===== config.mk =====
export PLATFORM = sky130hd
export DESIGN_NAME = id_ex_stage
export DESIGN_NICKNAME = d
export VERILOG_FILES = /design/src/rtl/riscv_pkg.sv /design/src/rtl/load_use_detect.sv /design/src/rtl/id_ex_stage.sv
export SDC_FILE = /design/constraint.sdc
export NUM_CORES = 1
export LEC_CHECK = 0
export ABC_AREA = 1
export BUFFER_PORTS_ARGS = -buffer_cell sky130_fd_sc_hd__buf_4
export CORE_MARGIN = 1
export CORE_UTILIZATION = 32
export DETAILED_ROUTE_END_ITERATION = 8
export HOLD_SLACK_MARGIN = 0.1
export PLACE_DENSITY = 0.56
export SYNTH_ARGS = -nofsm -noshare
export SYNTH_HDL_FRONTEND = slang
export SYNTH_SLANG_ARGS = --single-unit

===== constraint.sdc =====
create_clock -name clk -period 3.7 [get_ports clk]
set_input_delay 0.555 -clock clk [delete_from_list [all_inputs] [get_ports clk]]
set_output_delay 0.555 -clock clk [all_outputs]
set_load 0.02 [all_outputs]

===== src/rtl/riscv_pkg.sv =====
// Shared types for the RV32I 5-stage core: ALU operation class and the
// EX-stage control bundle produced by the main decoder.
package riscv_pkg;

  localparam int DEFAULT_XLEN = 32;

  typedef enum logic [1:0] {
    ALU_OP_ADD    = 2'b00,
    ALU_OP_BRANCH = 2'b01,
    ALU_OP_RTYPE  = 2'b10
  } alu_op_t;

  // MSB first: alu_src is bit 6, jump is bit 0
  typedef struct packed {
    logic alu_src;
    logic mem_read;
    logic mem_write;
    logic reg_write;
    logic mem_to_reg;
    logic branch;
    logic jump;
  } ex_ctrl_t;

  localparam ex_ctrl_t EX_CTRL_NONE = '0;

endpackage


===== src/rtl/load_use_detect.sv =====
// Combinational load-use hazard check between the load sitting in EX and
// the instruction in ID; a flushed ID instruction never requests a stall.
module load_use_detect (
  input  logic       ex_valid,
  input  logic       ex_mem_read,
  input  logic [4:0] ex_rd,
  input  logic       id_valid,
  input  logic       id_uses_rs1,
  input  logic       id_uses_rs2,
  input  logic [4:0] id_rs1,
  input  logic [4:0] id_rs2,
  input  logic       flush,
  output logic       haz,
  output logic       load_use_stall
);

  logic ex_is_load;
  logic rs1_match;
  logic rs2_match;

  always_comb begin
    ex_is_load     = ex_valid & ex_mem_read & (ex_rd != 5'd0);
    rs1_match      = id_uses_rs1 & (id_rs1 == ex_rd);
    rs2_match      = id_uses_rs2 & (id_rs2 == ex_rd);
    haz            = ex_is_load & id_valid & (rs1_match | rs2_match);
    load_use_stall = haz & ~flush;
  end

endmodule


===== src/rtl/id_ex_stage.sv =====
// ID/EX pipeline register with load-use bubble insertion, flush bubbles,
// global hold, and saturating stall/flush event counters.
module id_ex_stage
  import riscv_pkg::*;
#(
  parameter int XLEN  = DEFAULT_XLEN,
  parameter int CNT_W = 16
) (
  input  logic              clk,
  input  logic              rst_n,
  input  logic              hold,
  input  logic              flush,
  input  logic              id_valid,
  input  logic [XLEN-1:0]   id_pc,
  input  logic [XLEN-1:0]   id_rs1_data,
  input  logic [XLEN-1:0]   id_rs2_data,
  input  logic [XLEN-1:0]   id_imm,
  input  logic [4:0]        id_rs1,
  input  logic [4:0]        id_rs2,
  input  logic              id_uses_rs1,
  input  logic              id_uses_rs2,
  input  logic [4:0]        id_rd,
  input  logic [2:0]        id_funct3,
  input  logic              id_funct7_5,
  input  logic [1:0]        id_alu_op,
  input  ex_ctrl_t          id_ctrl,
  output logic              ex_valid,
  output logic [XLEN-1:0]   ex_pc,
  output logic [XLEN-1:0]   ex_rs1_data,
  output logic [XLEN-1:0]   ex_rs2_data,
  output logic [XLEN-1:0]   ex_imm,
  output logic [4:0]        ex_rs1,
  output logic [4:0]        ex_rs2,
  output logic [4:0]        ex_rd,
  output logic [2:0]        ex_funct3,
  output logic              ex_funct7_5,
  output logic [1:0]        ex_alu_op,
  output ex_ctrl_t          ex_ctrl,
  output logic              load_use_stall,
  output logic [CNT_W-1:0]  stall_cnt,
  output logic [CNT_W-1:0]  flush_cnt
);

  localparam logic [CNT_W-1:0] CNT_MAX = '1;
  localparam logic [CNT_W-1:0] CNT_ONE = {{(CNT_W-1){1'b0}}, 1'b1};

  logic              ex_valid_q,    ex_valid_d;
  logic [XLEN-1:0]   ex_pc_q,       ex_pc_d;
  logic [XLEN-1:0]   ex_rs1_data_q, ex_rs1_data_d;
  logic [XLEN-1:0]   ex_rs2_data_q, ex_rs2_data_d;
  logic [XLEN-1:0]   ex_imm_q,      ex_imm_d;
  logic [4:0]        ex_rs1_q,      ex_rs1_d;
  logic [4:0]        ex_rs2_q,      ex_rs2_d;
  logic [4:0]        ex_rd_q,       ex_rd_d;
  logic [2:0]        ex_funct3_q,   ex_funct3_d;
  logic              ex_funct7_5_q, ex_funct7_5_d;
  logic [1:0]        ex_alu_op_q,   ex_alu_op_d;
  ex_ctrl_t          ex_ctrl_q,     ex_ctrl_d;
  logic [CNT_W-1:0]  stall_cnt_q,   stall_cnt_d;
  logic [CNT_W-1:0]  flush_cnt_q,   flush_cnt_d;

  logic haz;

  load_use_detect u_load_use_detect (
    .ex_valid       (ex_valid_q),
    .ex_mem_read    (ex_ctrl_q.mem_read),
    .ex_rd          (ex_rd_q),
    .id_valid       (id_valid),
    .id_uses_rs1    (id_uses_rs1),
    .id_uses_rs2    (id_uses_rs2),
    .id_rs1         (id_rs1),
    .id_rs2         (id_rs2),
    .flush          (flush),
    .haz            (haz),
    .load_use_stall (load_use_stall)
  );

  // Priority hold > flush > hazard > load; flush and hazard both insert a bubble
  always_comb begin
    ex_valid_d    = ex_valid_q;
    ex_pc_d       = ex_pc_q;
    ex_rs1_data_d = ex_rs1_data_q;
    ex_rs2_data_d = ex_rs2_data_q;
    ex_imm_d      = ex_imm_q;
    ex_rs1_d      = ex_rs1_q;
    ex_rs2_d      = ex_rs2_q;
    ex_rd_d       = ex_rd_q;
    ex_funct3_d   = ex_funct3_q;
    ex_funct7_5_d = ex_funct7_5_q;
    ex_alu_op_d   = ex_alu_op_q;
    ex_ctrl_d     = ex_ctrl_q;
    if (!hold) begin
      if (flush || haz) begin
        ex_valid_d    = 1'b0;
        ex_pc_d       = '0;
        ex_rs1_data_d = '0;
        ex_rs2_data_d = '0;
        ex_imm_d      = '0;
        ex_rs1_d      = '0;
        ex_rs2_d      = '0;
        ex_rd_d       = '0;
        ex_funct3_d   = '0;
        ex_funct7_5_d = 1'b0;
        ex_alu_op_d   = ALU_OP_ADD;
        ex_ctrl_d     = EX_CTRL_NONE;
      end else begin
        ex_valid_d    = id_valid;
        ex_pc_d       = id_pc;
        ex_rs1_data_d = id_rs1_data;
        ex_rs2_data_d = id_rs2_data;
        ex_imm_d      = id_imm;
        ex_rs1_d      = id_rs1;
        ex_rs2_d      = id_rs2;
        ex_rd_d       = id_rd;
        ex_funct3_d   = id_funct3;
        ex_funct7_5_d = id_funct7_5;
        ex_alu_op_d   = id_alu_op;
        ex_ctrl_d     = id_ctrl;
      end
    end
  end

  // Event counters stick at all-ones instead of wrapping
  always_comb begin
    stall_cnt_d = stall_cnt_q;
    flush_cnt_d = flush_cnt_q;
    if (!hold) begin
      if (flush) begin
        if (flush_cnt_q != CNT_MAX) flush_cnt_d = flush_cnt_q + CNT_ONE;
      end else if (haz) begin
        if (stall_cnt_q != CNT_MAX) stall_cnt_d = stall_cnt_q + CNT_ONE;
      end
    end
  end

  always_ff @(posedge clk) begin
    if (!rst_n) begin
      ex_valid_q    <= 1'b0;
      ex_pc_q       <= '0;
      ex_rs1_data_q <= '0;
      ex_rs2_data_q <= '0;
      ex_imm_q      <= '0;
      ex_rs1_q      <= '0;
      ex_rs2_q      <= '0;
      ex_rd_q       <= '0;
      ex_funct3_q   <= '0;
      ex_funct7_5_q <= 1'b0;
      ex_alu_op_q   <= ALU_OP_ADD;
      ex_ctrl_q     <= EX_CTRL_NONE;
      stall_cnt_q   <= '0;
      flush_cnt_q   <= '0;
    end else begin
      ex_valid_q    <= ex_valid_d;
      ex_pc_q       <= ex_pc_d;
      ex_rs1_data_q <= ex_rs1_data_d;
      ex_rs2_data_q <= ex_rs2_data_d;
      ex_imm_q      <= ex_imm_d;
      ex_rs1_q      <= ex_rs1_d;
      ex_rs2_q      <= ex_rs2_d;
      ex_rd_q       <= ex_rd_d;
      ex_funct3_q   <= ex_funct3_d;
      ex_funct7_5_q <= ex_funct7_5_d;
      ex_alu_op_q   <= ex_alu_op_d;
      ex_ctrl_q     <= ex_ctrl_d;
      stall_cnt_q   <= stall_cnt_d;
      flush_cnt_q   <= flush_cnt_d;
    end
  end

  always_comb begin
    ex_valid    = ex_valid_q;
    ex_pc       = ex_pc_q;
    ex_rs1_data = ex_rs1_data_q;
    ex_rs2_data = ex_rs2_data_q;
    ex_imm      = ex_imm_q;
    ex_rs1      = ex_rs1_q;
    ex_rs2      = ex_rs2_q;
    ex_rd       = ex_rd_q;
    ex_funct3   = ex_funct3_q;
    ex_funct7_5 = ex_funct7_5_q;
    ex_alu_op   = ex_alu_op_q;
    ex_ctrl     = ex_ctrl_q;
    stall_cnt   = stall_cnt_q;
    flush_cnt   = flush_cnt_q;
  end

endmodule


======== Word-level counts from Yosys, hierarchy flattened ========
Cells that the tools add are included.
Widths: inputs -> output; s select.
operators by class
  $add $sub $neg .......................... 2
  equal/unequal tests ..................... 4
  muxes and demuxes ....................... 12
  bitwise logic cells ..................... 10
  reductions and logical operators ........ 4
operators by type and width
  kind                   number
  $mux 32                4
  $add 16x1->16 const B  2
  $ne 16x16->1 const B   2
  $mux 5                 3
  $eq 5x5->1             2
  $and 1x1->1            7
  $mux 7                 1
  $reduce_bool 5->1      1
  $reduce_and 4->1       1
  $mux 3                 1
  $reduce_and 3->1       1
  $mux 1                 2
  $mux 2                 1
  $not 1->1              2
  $logic_or 1x1->1       1
  $or 1x1->1             1
word-level totals
  bits in registers ....................... 189
  bits of input ports ..................... 163
  output and inout bits ................... 190
  logic and storage cells ................. 52

======== Depth between registers and ports, before layout ========
Gate-level depths: netlist of the first run.
  word-level depth ........................ 6
  gate-level depth with buffers ........... 13
  depth with buffers taken out ............ 13

======== Hierarchy ========
From an unflattened synthesis of the first run, not the netlist that was laid out.
unflattened totals
  cell total of the unflattened synthesis .. 1064
  area, all modules ....................... 7759.9 µm²
by module, submodules not included
  module           times used  cells each  area each (µm²)  seq. area each (µm²)
  id_ex_stage      1           1004        7519.7           3783.6
  load_use_detect  1           60          240.2            0.0

======== Worst setup path before layout of the first run ========
OpenSTA, ideal clock, no wires.
  path type ............................... input port to output port
  from .................................... input port id_rs2[0]
  to ...................................... output port load_use_stall
  arrival ................................. 1.313 ns
  required time ........................... 3.145 ns
  slack ................................... 1.832 ns
  stages on the path ...................... 9
  path buffers ............................ 1
  cell sequence ........................... inv_1 nand2_1 nand2_1 nor2_1 nand3_1 nand2_2 nand2_4 nor2_8 buf_12
on the way
  cells in the longest elaborated chain, start to end .. 5
RTL lines
  item                line                   source
  start: declaration  id_ex_stage.sv:19      input logic [4:0] id_rs2,
  $eq 5x5->1          load_use_detect.sv:24  rs2_match = id_uses_rs2 & (id_rs2 == ex_rd);
  $and 1x1->1         load_use_detect.sv:24
  $or 1x1->1          load_use_detect.sv:25  haz = ex_is_load & id_valid & (rs1_match | rs2_match);
  $and 1x1->1         load_use_detect.sv:25
  $and 1x1->1         load_use_detect.sv:26  load_use_stall = haz & ~flush;
  end: declaration    id_ex_stage.sv:39      output logic load_use_stall,
Every way passes these cells.

======== Worst setup path after layout of the first run ========
  from .................................... register ex_rd_q[4] (netlist: ex_rd[4])
  to ...................................... output port load_use_stall
on the way
  cells in the longest elaborated chain, start to end .. 5
  elaborated cells on any way between the ends .. 10
  classes of those cells .................. eq/ne (2); bitwise (7); reduce/logical (1)
RTL lines
  item                                       line                                                                 source
  start: declaration                         id_ex_stage.sv:54                                                    logic [4:0] ex_rd_q, ex_rd_d;
  start signal: assignment                   id_ex_stage.sv:160                                                   ex_rd_q <= ex_rd_d;
  $eq 5x5->1 (tied with other cells)         load_use_detect.sv:23                                                rs1_match = id_uses_rs1 & (id_rs1 == ex_rd);
  $and 1x1->1 (on tied branches)             load_use_detect.sv:23, load_use_detect.sv:22, load_use_detect.sv:24
  $or 1x1->1 or $and 1x1->1 (tied branches)  load_use_detect.sv:25
  $and 1x1->1 *                              load_use_detect.sv:25
  $and 1x1->1 *                              load_use_detect.sv:26
Every way passes the cells marked *; elsewhere a longest branch is shown, timed or not.

==> results of run 1 <==
worst max-delay path, cell delays in order (launching register included):
cell and delay (ns):
dfxtp_1 0.52, inv_2 0.06, nand2_1 0.06, nand2_1 0.05, nor2_1 0.12, nand3_1 0.09, nand2_2 0.12, nand2_4 0.09
nor2_8 0.29, buf_4 0.21
flip-flops by register name (all words and copies together), names as in the netlist:
signal       cells
ex_rs1           5
ex_valid         1
ex_rs2           5
ex_pc           32
ex_funct3        3
ex_rs1_data     32
flush_cnt       16
ex_funct7_5      1
ex_rs2_data     32
ex_imm          32
ex_alu_op        2
ex_ctrl          7
ex_rd            5
stall_cnt       16
metal layers:
layer	track usage [%]	routed length (um)	part of all wire [%]	vias to the layer above
met4	7.23	544	2.0	0
met3	6.70	2420	8.7	35
met1	25.8	11700	42	3835
met5	0	0	0	-
li1	-	-	-	4205
met2	34.7	13100	47	296
area by class of cell:
cell class                 count  area, sq um
tap                          324          405
fill                        2478        13200
timing repair buffer         362         2770
clock buffer                  19          453
inverter                      48          188
sequential                   189         3780
clock inverter                13          146
multi-input combinational    723         3550
layout by cell type, fill, tap and decap left out, types with 2 or more instances in the layout:
cell	n
inv_2	6
nand2_2	3
inv_4	3
ha_1	2
buf_4	358
o21ai_0	9
a21oi_1	167
a21oi_2	8
nor2_1	61
inv_1	39
buf_12	4
nor3_1	9
nand2_1	254
nor3b_1	2
xor2_1	2
nor2_2	9
dfxtp_1	189
clkbuf_8	2
clkbuf_16	17
inv_6	2
nand4_1	163
inv_8	5
clkinv_4	4
nand3_1	24
path summary, 6_finish.rpt:
kind	startpoint	endpoint	slack (ns)	cells past startpoint
max	ex_rd[4]$_SDFFE_PN0N_	load_use_stall	1.10	9
min	id_funct3[0]	ex_funct3[0]$_SDFFE_PN0N_	0.40	3
max reg2reg	ex_rd[4]$_SDFFE_PN0N_	ex_rs1_data[21]$_SDFFE_PN0N_	1.61	9
min reg2reg	ex_rs1_data[15]$_SDFFE_PN0N_	ex_rs1_data[15]$_SDFFE_PN0N_	0.46	2
power groups by stage:
stage                     clock, mW  combinational [mW]  sequential (mW)
final                          1.88               0.589             2.14
after global routing           2.02               0.636             2.15
after CTS                      1.94               0.595             2.14
after detailed placement          0               0.594             2.19
after global placement            0               0.593             2.18
after floorplan                   0               0.205             2.26
kinds of logic (layout without fill, tap and decap cells):
logic type               count (synthesis)  after routing  synth area share (%)
AND/OR/NAND/NOR                        531            531                  31.5
flip-flops                             189            189                  47.3
AO/OA/AOI/OAI                          187            187                  12.1
buffers and inverters                  140            442                  8.47
XOR/XNOR                                 3              3                 0.328
adder cells (fa/ha/maj)                  2              2                 0.312
==> results.yml, run 1 <==
timing:
  tns_ns: 0
  final_max_slew_viol_count: 0
  min_period_ns: 2.60
  setup_ws_ns: 1.10
  fmax_mhz: 384
  setup_viol: 0
  timing.hold.ws_ns: 0.400
  fin_crit_sh_pct: 70.3
  finalClockSkew_ns: 0.0154
  rsz0062_at_grt: "false"
  worstMarginPinSlew_ns: 0.776
  relSlewSlack_pct: 48.3
  hold_violations: 0
logic_synthesis:
  ys_seq_area_share_pct: 47.3
  syn-num-nets: 1217
  synthArstFlopShare_pct: 0
  avgSynthCellArea_sq_um: 7.61
  syn_inst: 1052
  synth_common_cells: "nand2_1, dfxtp_1, a21oi_1, nand4_1, nor2_1"
  synth_top_area_share_pct: 47.3
  synth_seq_cells: 189
  synth_area_sq_mm: 0.00801
  synth.most_common_cell: "nand2_1"
  synth_largest_area_cell: "dfxtp_1"
  synth_flop_cell: "dfxtp_1"
  yosysUniqueCellTypes: 34
  synthTopCellsByArea: "dfxtp_1, nand4_1, nand2_1, a21oi_1, nor2_1"
  yosysWarnings: 0
  synth-edff-count: 0
cts:
  cts_made_buffers: 17
  htree_levels: 4
  cts_resized: 0
  cts-root-buf: "clkbuf_16"
  clk-insertion-delay-late_ns: 0.43
  clk_path_buf_depth: 2
  cts_tree: "built"
  cts.hold.buffers_added: 0
  post_cts.repair.setup_buffers: 0
  path_clk_slew_ns: 0.08
  clock_sinks: 189
layout:
  fin_cells: 1678
  fin_nets: 1506
  finalInstanceArea_sq_mm: 0.0113
  fin_util_pct: 46.2
  drive_above_1_share_pct: 31.5
  synthToLayoutAreaGrowth_pct: 41.0
  antenna_cells: 0
die:
  dieArea_sq_mm: 0.0257
  rows: 57
  chipWidth_um: 160
  pin_count: 353
  coreArea_sq_mm: 0.0245
  start_util_pct: 32.7
  die_y_um: 160
power_and_ir_drop:
  pwr-share-clk_pct: 40.8
  p_leak_nw: 4.74
  p_int_mw: 3.36
  vdd_drop_max_mv: 0.221
  p_per_area_mw_per_mm2: 408
  swShare_pct: 27.2
  power_frac_seq_pct: 46.4
  p_switching_mw: 1.25
  p_comb_share_pct: 12.8
  power.total_mw: 4.61
global_route:
  grt_first_pass_wirelength_um: 43400
  grt_use_total_pct: 21.1
  grt_max_degree: 160
  grt_remaining_overflow: 0
  grt_pass1_vias: 8009
  grt_antenna_before_repair: 0
drt:
  postRouteAntennaNets: 0
  firstDrtPassIters: 7
  post_drt_wl_per_cell_um: 16.5
  drt_iter0_markers: 608
  drc: 0
  viasPerCell: 4.99
  num_vias: 8371
  wirelength_um: 27700
placed_design:
  gp_congestion: 0.816
  hpwl_um: 18200
  post-place-ws_ns: 1.40
  place_area_sq_mm: 0.0107
  io_buffer_count: 352
  dp_cells: 1646
critical_path:
  cp.arrival_ns: 2.05
  crit_fanout: 17
  crit_path_end_kind: "output port"
  cp-start-kind: "flop"
  crit_type: "reg2out"
  cp.required_ns: 3.14
status:
  status: "finished, final reports clean"
flow_run:
  max_cap_violations: 0
min_path:
  hp-class: "in2reg"
Note: power is estimated with default switching activity, not from simulation.
==> run 2: changes to the inputs <==
==> constraint.sdc (replaced) <==
create_clock -name clk -period 2.4 [get_ports clk]
set_input_delay 0.36 -clock clk [delete_from_list [all_inputs] [get_ports clk]]
set_output_delay 0.36 -clock clk [all_outputs]
set_load 0.02 [all_outputs]
==> results.yml, run 2 (same netlist as run 1, synthesis figures left out) <==
global_route:
  grt_max_degree: 125
  grt_remaining_overflow: 0
  grt_pass1_vias: 7913
  grt_first_pass_wirelength_um: 43500
  grt_use_total_pct: 21.2
  grt_antenna_before_repair: 0
timing:
  relSlewSlack_pct: 40.5
  rsz0062_at_grt: "false"
  fin_crit_sh_pct: 91.6
  finalClockSkew_ns: 0.0100
  worstMarginPinSlew_ns: 0.893
  hold_violations: 0
  min_period_ns: 2.20
  setup_viol: 0
  final_max_slew_viol_count: 0
  setup_ws_ns: 0.201
  fmax_mhz: 455
  tns_ns: 0
cts:
  clk_path_buf_depth: 2
  cts-root-buf: "clkbuf_16"
  clock_sinks: 189
  clk-insertion-delay-late_ns: 0.43
  cts_tree: "built"
  cts_made_buffers: 17
  htree_levels: 4
  path_clk_slew_ns: 0.08
power_and_ir_drop:
  p_switching_mw: 1.99
  p_leak_nw: 4.76
  swShare_pct: 28.3
  p_comb_share_pct: 13.2
  vdd_drop_max_mv: 0.359
  p_per_area_mw_per_mm2: 620
  p_int_mw: 5.03
  power_frac_seq_pct: 46.9
  pwr-share-clk_pct: 39.9
drt:
  wirelength_um: 27900
  drt_iter0_markers: 515
  post_drt_wl_per_cell_um: 16.6
  firstDrtPassIters: 7
  num_vias: 8424
  viasPerCell: 5.01
  postRouteAntennaNets: 0
  drc: 0
placed_design:
  hpwl_um: 18400
  place_area_sq_mm: 0.0107
  post-place-ws_ns: 0.378
  dp_cells: 1647
  gp_congestion: 0.849
  io_buffer_count: 352
die:
  start_util_pct: 32.7
  pin_count: 353
  chipWidth_um: 160
  coreArea_sq_mm: 0.0245
  rows: 57
  dieArea_sq_mm: 0.0257
  die_y_um: 160
layout:
  fin_nets: 1508
  finalInstanceArea_sq_mm: 0.0113
  final_cell_mix: "buf_4, nand2_1, dfxtp_1"
  fillers: 2550
  multi_input_area_sq_mm: 0.00355
  antenna_cells: 0
  synthToLayoutAreaGrowth_pct: 41.5
  final-seq-area_sq_mm: 0.00378
  drive_above_1_share_pct: 31.6
  fin_cells: 1680
  final_common_cell: "buf_4"
critical_path:
  crit_type: "reg2out"
  r2r_slack_ns: 0.34
  critical_path.top_delay_family: "simple AND/OR/NAND/NOR gates"
  critPathMaxStageDelay_ns: 0.47
  cp.required_ns: 2.04
  crit_path_end_kind: "output port"
  crit_fanout: 9
  path_common_cell: "nand2_1"
  cp.arrival_ns: 1.84
  critical_path_buf_inv_count: 2
  cp-start-kind: "flop"
  crit_slowest_cell: "dfxtp_1"
  critical_path.cell_chain: "inv_2 -> nand2_1 -> nand2_1 -> nor2_1 -> nand3_1 -> nand2_2 -> nand2_4 -> nor2_8 -> buf_4"
status:
  status: "finished, final reports clean"
flow_run:
  max_cap_violations: 0
min_path:
  hp-class: "in2reg"
==> run 2: cell types whose count changed in the layout (fill, tap and decap cells not counted) <==
cell,previous run,this run
buf_12,4,8
inv_6,2,5
buf_4,358,356
clkbuf_8,2,0
clkinv_8,0,2
inv_8,5,3
bufinv_16,1,0
clkinv_2,0,1
clkinv_4,4,3
==> run 2: layer usage <==
layer  routed length [um]  global-route usage [%]  up-vias
li1                     -                       -     4191
met1                11900                    26.6     3879
met2                13100                    34.7      324
met3                 2330                    6.73       30
met4                  546                    6.41        0
met5                    0                       0        -
==> run 2: path summary, 6_finish.rpt <==
check	from	end	depth (start not counted)
setup / recovery	ex_rd[4]$_SDFFE_PN0N_	load_use_stall	9
hold / removal	id_pc[22]	ex_pc[22]$_SDFFE_PN0N_	3
setup reg to reg	ex_rd[0]$_SDFFE_PN0N_	ex_pc[0]$_SDFFE_PN0N_	8
hold reg to reg	ex_rs1_data[15]$_SDFFE_PN0N_	ex_rs1_data[15]$_SDFFE_PN0N_	2
==> run 2: repair_timing <==
action	4_1_cts	5_1_grt
hold buffers	0	0
gates resized for setup	0	0
buffers inserted	1	0
endpoints found under the setup margin	1	0
==> run 2: cell type report <==
cell class              count  share of cell area [%]
clock buffers              17                    3.75
flip-flops and latches    189                    33.4
inverters                  48                    1.66
multi-input cells         723                    31.3
repair buffers            364                    25.0
well taps                 324                    3.58
clock inverters            15                    1.31
==> run 2: stage by stage <==
stage / power [mW] / util (%) / hold slack (ns)
after floorplan: 3.80 / - / 0.459
after global placement: 4.29 / 43.9 / 0.446
after detailed placement: 4.30 / 43.9 / 0.452
after CTS: 7.12 / 46.3 / 0.179
after global routing: 7.33 / 46.3 / 0.184
final: 7.02 / 46.3 / 0.195
==> run 2: power groups by stage <==
stage / sequential (mW) / combinational (mW) / clock (mW)
after CTS: 3.30 / 0.931 / 2.89
after global routing: 3.31 / 0.995 / 3.02
after global placement: 3.36 / 0.930 / 0
final: 3.30 / 0.924 / 2.80
after floorplan: 3.49 / 0.316 / 0
after detailed placement: 3.37 / 0.929 / 0
==> run 2: worst register-to-register path, stage by stage (launching register included) <==
cell      delay (ns)
dfxtp_1         0.38
nor2_1          0.14
nand3_1         0.09
o21bai_1        0.18
inv_2           0.09
nand2_4         0.17
buf_12          0.37
nand4_1         0.41
a21oi_1         0.16
